===== config.mk =====
export PLATFORM = sky130hd
export DESIGN_NAME = stage_ex
export DESIGN_NICKNAME = d
export VERILOG_FILES = /design/src/rtl/stage_ex.sv
export SDC_FILE = /design/constraint.sdc
export NUM_CORES = 2
export LEC_CHECK = 0
export ABC_AREA = 0
export CORE_MARGIN = 10
export CORE_UTILIZATION = 60
export DETAILED_ROUTE_END_ITERATION = 8
export HOLD_SLACK_MARGIN = 0.05
export PLACE_DENSITY_LB_ADDON = 0.12
export SETUP_SLACK_MARGIN = 0.1
export SYNTH_ARGS = -nofsm -noshare
export SYNTH_HDL_FRONTEND = slang
export SYNTH_SLANG_ARGS = --single-unit

===== constraint.sdc =====
create_clock -name clk -period 7.5 [get_ports clk]
set_clock_uncertainty 0.2 [all_clocks]
set_input_delay 1.5 -clock clk [delete_from_list [all_inputs] [get_ports clk]]
set_output_delay 1.5 -clock clk [all_outputs]
set_load 0.1 [all_outputs]

===== src/rtl/stage_ex.sv =====
// Execute stage: operand forwarding, ALU, memory address generation and an iterative restoring divider.
// Latency: single-cycle ops are registered at the next edge; divides appear DATA_W+1 edges after issue.
// Backpressure: stall/!en hold the output registers; busy (combinational) asks upstream to hold its inputs.
module stage_ex #(
    parameter int DATA_W      = 32,
    parameter int REG_ADDR_W  = 5,
    parameter int DATA_ADDR_W = 32
) (
    input  logic                   clk,
    input  logic                   rst,
    input  logic                   en,
    input  logic                   stall,
    input  logic                   flush,
    input  logic [3:0]             alu_op,
    input  logic                   use_imm,
    input  logic [DATA_W-1:0]      reg_data_rs1,
    input  logic [DATA_W-1:0]      reg_data_rs2,
    input  logic [DATA_W-1:0]      imm,
    input  logic [1:0]             fwd_a_sel,
    input  logic [1:0]             fwd_b_sel,
    input  logic [DATA_W-1:0]      ffw_MM_data_wr,
    input  logic [DATA_W-1:0]      ffw_WB_data,
    input  logic                   is_load,
    input  logic                   is_store,
    input  logic                   is_atomic,
    input  logic                   reg_wr,
    input  logic [REG_ADDR_W-1:0]  reg_addr_rd,
    output logic                   busy,
    output logic                   out_is_load,
    output logic                   out_is_store,
    output logic                   out_is_atomic,
    output logic                   out_reg_wr,
    output logic [REG_ADDR_W-1:0]  out_reg_addr_rd,
    output logic [DATA_W-1:0]      out_reg_data_rd,
    output logic [DATA_ADDR_W-1:0] out_alu_mem_addr,
    output logic                   out_flush
);

    localparam int SH_W  = $clog2(DATA_W);
    localparam int CNT_W = SH_W + 1;
    localparam logic [DATA_W-1:0] MIN_VAL = {1'b1, {(DATA_W-1){1'b0}}};

    localparam logic [3:0] OP_ADD  = 4'd0,  OP_SUB  = 4'd1,  OP_AND  = 4'd2,  OP_OR   = 4'd3;
    localparam logic [3:0] OP_XOR  = 4'd4,  OP_SLL  = 4'd5,  OP_SRL  = 4'd6,  OP_SRA  = 4'd7;
    localparam logic [3:0] OP_SLT  = 4'd8,  OP_SLTU = 4'd9,  OP_MUL  = 4'd10, OP_DIV  = 4'd11;
    localparam logic [3:0] OP_DIVU = 4'd12, OP_REM  = 4'd13, OP_REMU = 4'd14;

    typedef enum logic [1:0] {S_IDLE, S_DIV_RUN, S_DIV_DONE} state_t;

    state_t             state_q;
    logic [DATA_W-1:0]  quo_q, rem_q, dvsr_q;
    logic [CNT_W-1:0]   cnt_q;
    logic               neg_q_q, neg_r_q, div_is_quo_q;

    logic [DATA_W-1:0]  fwd_a, fwd_b_raw, op_b, alu_res, abs_a, abs_b, div_res, slot_data, mem_sum;
    logic [SH_W-1:0]    shamt;
    logic               is_div_op, is_signed_div, div_zero, div_ovf, div_start, adv;
    logic [DATA_W:0]    rem_shift, rem_diff;
    logic               step_ok;
    logic [DATA_W-1:0]  rem_next, quo_next;

    // Forwarding muxes; select code 3 falls back to the register file.
    always_comb begin
        fwd_a = reg_data_rs1;
        case (fwd_a_sel)
            2'd1:    fwd_a = ffw_MM_data_wr;
            2'd2:    fwd_a = ffw_WB_data;
            default: fwd_a = reg_data_rs1;
        endcase
        fwd_b_raw = reg_data_rs2;
        case (fwd_b_sel)
            2'd1:    fwd_b_raw = ffw_MM_data_wr;
            2'd2:    fwd_b_raw = ffw_WB_data;
            default: fwd_b_raw = reg_data_rs2;
        endcase
    end

    assign op_b          = use_imm ? imm : fwd_b_raw;
    assign shamt         = op_b[SH_W-1:0];
    assign mem_sum       = fwd_a + imm;
    assign is_div_op     = (alu_op inside {OP_DIV, OP_DIVU, OP_REM, OP_REMU});
    assign is_signed_div = (alu_op == OP_DIV) || (alu_op == OP_REM);
    assign div_zero      = (op_b == '0);
    assign div_ovf       = is_signed_div && (fwd_a == MIN_VAL) && (op_b == '1);
    // Zero divisor and MIN/-1 are resolved in one cycle, so they never start the FSM.
    assign div_start     = en && !flush && is_div_op && !div_zero && !div_ovf;
    assign busy          = !rst && (((state_q == S_IDLE) && div_start) || (state_q == S_DIV_RUN));
    assign adv           = en && !stall && !busy;
    assign abs_a         = (is_signed_div && fwd_a[DATA_W-1]) ? -fwd_a : fwd_a;
    assign abs_b         = (is_signed_div && op_b[DATA_W-1])  ? -op_b  : op_b;

    // Single-cycle ALU, including the divide corner cases that bypass the iterative divider.
    always_comb begin
        alu_res = fwd_a + op_b;
        case (alu_op)
            OP_SUB:  alu_res = fwd_a - op_b;
            OP_AND:  alu_res = fwd_a & op_b;
            OP_OR:   alu_res = fwd_a | op_b;
            OP_XOR:  alu_res = fwd_a ^ op_b;
            OP_SLL:  alu_res = fwd_a << shamt;
            OP_SRL:  alu_res = fwd_a >> shamt;
            OP_SRA:  alu_res = $signed(fwd_a) >>> shamt;
            OP_SLT:  alu_res = {{(DATA_W-1){1'b0}}, ($signed(fwd_a) < $signed(op_b))};
            OP_SLTU: alu_res = {{(DATA_W-1){1'b0}}, (fwd_a < op_b)};
            OP_MUL:  alu_res = fwd_a * op_b;
            OP_DIV:  alu_res = div_zero ? '1 : (div_ovf ? MIN_VAL : '0);
            OP_DIVU: alu_res = div_zero ? '1 : '0;
            OP_REM:  alu_res = div_zero ? fwd_a : '0;
            OP_REMU: alu_res = div_zero ? fwd_a : '0;
            default: alu_res = fwd_a + op_b;
        endcase
    end

    // One restoring step: shift the next dividend bit in, subtract if it fits.
    assign rem_shift = {rem_q, quo_q[DATA_W-1]};
    assign rem_diff  = rem_shift - {1'b0, dvsr_q};
    assign step_ok   = !rem_diff[DATA_W];
    assign rem_next  = step_ok ? rem_diff[DATA_W-1:0] : rem_shift[DATA_W-1:0];
    assign quo_next  = {quo_q[DATA_W-2:0], step_ok};
    assign div_res   = div_is_quo_q ? (neg_q_q ? -quo_q : quo_q) : (neg_r_q ? -rem_q : rem_q);
    assign slot_data = (is_store || is_atomic) ? fwd_b_raw
                     : ((state_q == S_DIV_DONE) ? div_res : alu_res);

    // Divider FSM: latch magnitudes on start, iterate while enabled, hold the result until it advances.
    always_ff @(posedge clk or posedge rst) begin
        if (rst) begin
            state_q      <= S_IDLE;
            quo_q        <= '0;
            rem_q        <= '0;
            dvsr_q       <= '0;
            cnt_q        <= '0;
            neg_q_q      <= 1'b0;
            neg_r_q      <= 1'b0;
            div_is_quo_q <= 1'b0;
        end else begin
            case (state_q)
                S_IDLE: begin
                    if (div_start) begin
                        quo_q        <= abs_a;
                        rem_q        <= '0;
                        dvsr_q       <= abs_b;
                        cnt_q        <= '0;
                        neg_q_q      <= is_signed_div && (fwd_a[DATA_W-1] ^ op_b[DATA_W-1]);
                        neg_r_q      <= is_signed_div && fwd_a[DATA_W-1];
                        div_is_quo_q <= (alu_op == OP_DIV) || (alu_op == OP_DIVU);
                        state_q      <= S_DIV_RUN;
                    end
                end
                S_DIV_RUN: begin
                    if (en) begin
                        quo_q <= quo_next;
                        rem_q <= rem_next;
                        cnt_q <= cnt_q + CNT_W'(1);
                        if (cnt_q == CNT_W'(DATA_W-1)) begin
                            state_q <= S_DIV_DONE;
                        end
                    end
                end
                S_DIV_DONE: begin
                    if (adv) begin
                        state_q <= S_IDLE;
                    end
                end
                default: state_q <= S_IDLE;
            endcase
        end
    end

    // Output slot to MM: bubbles while the divider is busy, new slot on advance, hold otherwise.
    always_ff @(posedge clk or posedge rst) begin
        if (rst) begin
            out_is_load      <= 1'b0;
            out_is_store     <= 1'b0;
            out_is_atomic    <= 1'b0;
            out_reg_wr       <= 1'b0;
            out_reg_addr_rd  <= '0;
            out_reg_data_rd  <= '0;
            out_alu_mem_addr <= '0;
            out_flush        <= 1'b1;
        end else if (en && !stall) begin
            if (busy) begin
                out_is_load   <= 1'b0;
                out_is_store  <= 1'b0;
                out_is_atomic <= 1'b0;
                out_reg_wr    <= 1'b0;
                out_flush     <= 1'b1;
            end else begin
                out_is_load      <= is_load;
                out_is_store     <= is_store;
                out_is_atomic    <= is_atomic;
                out_reg_wr       <= reg_wr;
                out_reg_addr_rd  <= reg_addr_rd;
                out_reg_data_rd  <= slot_data;
                out_alu_mem_addr <= mem_sum[DATA_ADDR_W-1:0];
                out_flush        <= flush;
            end
        end
    end

endmodule


==> impl_metrics.ini, run 1 <==
[outcome]
stop_stage = 5_1_grt
error_line = [ERROR GRT-0232] Routing congestion too high. Check the congestion heatmap in the GUI.
status = aborted with a tool error

[clocking]
cts.sinks = 181
ctsRootBufferMaster = clkbuf_16
clock_path_buffers = 2
numCtsBuffers = 17
cts.htree.levels = 4

[grt]
antenna_found_initial = 45
grt_overflow_total = 43
track_usage_pct = 72.1
grt_max_degree = 120

[synth]
synth_fp_nets = 6043
yosys_warnings = 0
yosys.cell_types.count = 118
synthCells = 5155
synth_top_family_by_area = adder cells
synthFlopType = dfrtp_1
synth_compound_area_share_pct = 21.6
muxShareOfSynthArea_pct = 4.15
netlist_area_um2 = 40100
synth_simple_gate_area_share_pct = 17.7
synth_edf_count = 0
synthArstFlopShare_pct = 100
netlist.area_leader.share_pct = 20.5
synth_fa_ha_area_share_pct = 29.7
ys_seq_area_share_pct = 11.3
netlist_top_cells_area = fa_1, dfrtp_1, ha_1
synth-seq-cells = 181
yosys.area.top_type = fa_1
synth_xor_area_share_pct = 6.37
syn_area_per_cell_um2 = 7.79

[timing]
worst_path_end_type = sequential cell input
crit_endpoint = out_reg_data_rd[31]$_DFFE_PP0P_/D

[floorplanning]
dieWidth_um = 279
die_h_um = 279
io_pins = 258
start_util_pct = 60.7
rows = 94

[placed_design]
gp_congestion = 1.19
dp_hpwl_um = 172000
io_buffers = 257
==> logic make-up after synthesis <==
family	Yosys count
AOI/OAI and AO/OA	1302
and+or+nand+nor	1625
buffers and inverters	891
muxes	160
adders and majority gates	705
xor gates and xnor gates	291
DFF	181
==> cell usage after synthesis (all sizes together) (48+ instances only) <==
| cell type | number |
|---|---|
| a22oi | 49 |
| ha | 293 |
| xor2 | 82 |
| clkbuf | 185 |
| nor2 | 602 |
| a221oi | 52 |
| mux2i | 141 |
| nand3 | 49 |
| o21ai | 375 |
| fa | 412 |
| o31ai | 56 |
| nor3 | 77 |
| nor2b | 48 |
| a21o | 52 |
| o211ai | 55 |
| inv | 542 |
| dfrtp | 180 |
| a21oi | 243 |
| nand2b | 51 |
| nand2 | 623 |
| o21a | 50 |
| a211oi | 49 |
| buf | 155 |
| xnor2 | 209 |
==> routing by layer <==
layer / GRT overflow / GRT usage (%)
met1: 2 / 73.3
met2: 27 / 87.0
met3: 1 / 59.8
met4: 13 / 66.3
met5: 0 / 29.4
==> repair_timing <==
action,CTS
resized for setup,375
pin swaps,182
hold buffers,0
endpoints found under the setup margin,30
gates cloned,2
endpoints found under the hold margin,0
buffers inserted,56
==> stage by stage <==
| stage | std cells | util [%] | setup slack [ps] | cell area, µm² |
|---|---|---|---|---|
| floorplan | 5155 | - | -2200 | 40500 |
| global placement | 6737 | 74.2 | -3090 | 49100 |
| detailed placement | 6737 | 74.2 | -3280 | 49100 |
| CTS | 6823 | 78.4 | -1880 | 51800 |
==> run 2, diff against run 1 <==
CORE_UTILIZATION = 40   (was 60)
HOLD_SLACK_MARGIN = default   (was 0.05)
PLACE_DENSITY_LB_ADDON = 0.15   (was 0.12)
SETUP_SLACK_MARGIN = default   (was 0.1)
==> run 2 against run 1 <==
The flow now finishes, with violations (negative setup slack). Synthesized area is the same. Synthesized cell count unchanged.
==> impl_metrics.ini, run 2 <==
[outcome]
status = complete, but fails checks
violations = negative setup slack

[synth]
yosys_warnings = 0
synth_fp_nets = 6043
synth.most_common_cell = nand2_1
synth_compound_area_share_pct = 21.6
synth_fa_ha_area_share_pct = 29.7
syn_area_per_cell_um2 = 7.79
synth_simple_gate_area_share_pct = 17.7
muxShareOfSynthArea_pct = 4.15
synthCells = 5155
netlist_area_um2 = 40100
synth_xor_area_share_pct = 6.37
netlist_top_cells_area = fa_1, dfrtp_1, ha_1
synth-seq-cells = 181
synthTopCellsByCount = nand2_1, nor2_1, inv_1
yosys.area.top_type = fa_1
synth_edf_count = 0
synthArstFlopShare_pct = 100
yosys.cell_types.count = 118
netlist.area_leader.share_pct = 20.5
synthFlopType = dfrtp_1
synth_top_family_by_area = adder cells
ys_seq_area_share_pct = 11.3

[critical_path]
criticalPathCategory = input pin to flop
cp-start-kind = input pin
cp.required_ps = 7660
crit_slowest_cell = fa_1
cp_slowest_stage_delay_ps = 560
critPathArrivalTime_ps = 9730
critPathCaptureType = flop
r2r_start = quo_q[31]
crit_start = ffw_MM_data_wr[8]
critPathMaxFanout = 10
path_common_cell = fa_1

[cells_and_area]
nets = 7137
layout_common_cells = buf_4, nand2_1, nor2_1
utilization_pct = 56.7
stdcell_count = 7575
drive_gt1_share_pct = 27.6
layout_commonest_cell = buf_4
area_growth_pct = 41.0

[timing]
grt_setup_unrepaired = yes
hold_violations = 0
setup_viol = 25
post-route-min-period_ps = 9570
fmax_ghz = 0.105
final.period_utilization_pct = 128
setup_ws_ps = -2070
worstMarginPinSlew_ps = 1180
final_max_slew_viol_count = 0
slew_headroom_pct = 21.2

[clocking]
ctsRootBufferMaster = clkbuf_16
insertion_delay_ps = 470
cts.sinks = 181
numCtsBuffers = 17
cts_tree = built
cts.htree.levels = 4
hold_buffers = 0
clock_path_buffers = 2
path_clk_slew_ps = 90

[drt]
drt_iter0_drc = 5320
vias = 46300
ant_nets = 0
drcViolationCount = 0
drt-vias-per-instance = 6.12
post_drt_wl_per_cell_um = 32.8
routed_wl_um = 248000
drtPass1Iterations = 6

[floorplanning]
core_area_um2 = 99900
dieWidth_um = 337
rows = 116
die_h_um = 337
die_area_um2 = 113000
start_util_pct = 40.2
io_pins = 258

[grt]
grt_overflow_total = 0
antenna_found_initial = 20
grt_pass1_wl_um = 346000
track_usage_pct = 42.8
grt_pass1_vias = 45600
grt_max_degree = 139

[placed_design]
post-place-ws_ps = -3860
gp_congestion = 1.09
placedCellCount = 7347
dp_hpwl_um = 204000
io_buffers = 257

[min_path]
min-delay-start = out_flush
min_path_type = flop to flop

[flow_run]
maxCapViolCount = 0
[run 2: path summary, 6_finish.rpt]
check                                           end  slack, ps  cells past startpoint
worst max-delay path            out_reg_data_rd[31]      -2070                     30
worst min-delay path                      out_flush        260                      2
min in group asynchronous       out_reg_data_rd[14]       1580                      2
worst max register to register             rem_q[0]       2180                     16
max in group asynchronous              div_is_quo_q       4300                      3
worst min register to register            out_flush        260                      2
[run 2: kinds of logic after synthesis]
kind of cell | Yosys count
muxes | 160
xor gates and xnor gates | 291
and+or+nand+nor | 1625
adders and majority gates | 705
AOI/OAI and AO/OA | 1302
DFF | 181
buffers and inverters | 891
[run 2: area by class of cell]
cell class	count	area, µm²
Tap cell	1298	1620
Sequential cell	181	4530
Antenna cell	15	37.5
Fill cell	9322	43200
Clock inverter	14	159
Inverter	551	2150
Multi-Input combinational cell	4083	34700
Timing Repair Buffer	1415	12900
Clock buffer	18	439
[run 2: stage by stage]
| stage | instance area (µm²) | setup TNS (ps) | hold slack [ps] |
|---|---|---|---|
| 2_1_floorplan | 40500 | -39510 | 250 |
| 3_3_place_gp | 51000 | -95380 | 242 |
| 3_5_place_dp | 51000 | -99820 | 258 |
| 4_1_cts | 55400 | -50440 | 269 |
| 5_1_grt | 56600 | -45500 | 292 |
| 6_report | 56600 | -40510 | 263 |
[run 2: repair_timing]
item	in CTS	in global routing
cloned	7	2
buffers inserted	158	58
endpoints found under the hold margin	0	0
gates resized for setup	590	182
pin swaps	219	162
endpoints found under the setup margin	33	44
[run 2: routing by layer]
layer	track usage, %	vias up	share of wire, %	routed length, µm
met5	0	-	0.016	39
met4	30.2	6	8.7	21700
met3	9.28	776	10	25200
met2	64.9	2934	43	106000
met1	53.8	22800	39	95600
li1	-	19800	-	-
[run 2: critical path: cells and delay by family]
family,cells,cell delay (ps)
buffers and inverters,7,1370
adder cells (fa/ha/maj),8,3870
AO/OA/AOI/OAI,3,1050
XOR/XNOR,10,1630
AND/OR/NAND/NOR,2,300
Power of run 2 is not shown: default switching activity piles up to over one toggle a cycle in this logic, so the estimate is an artifact.
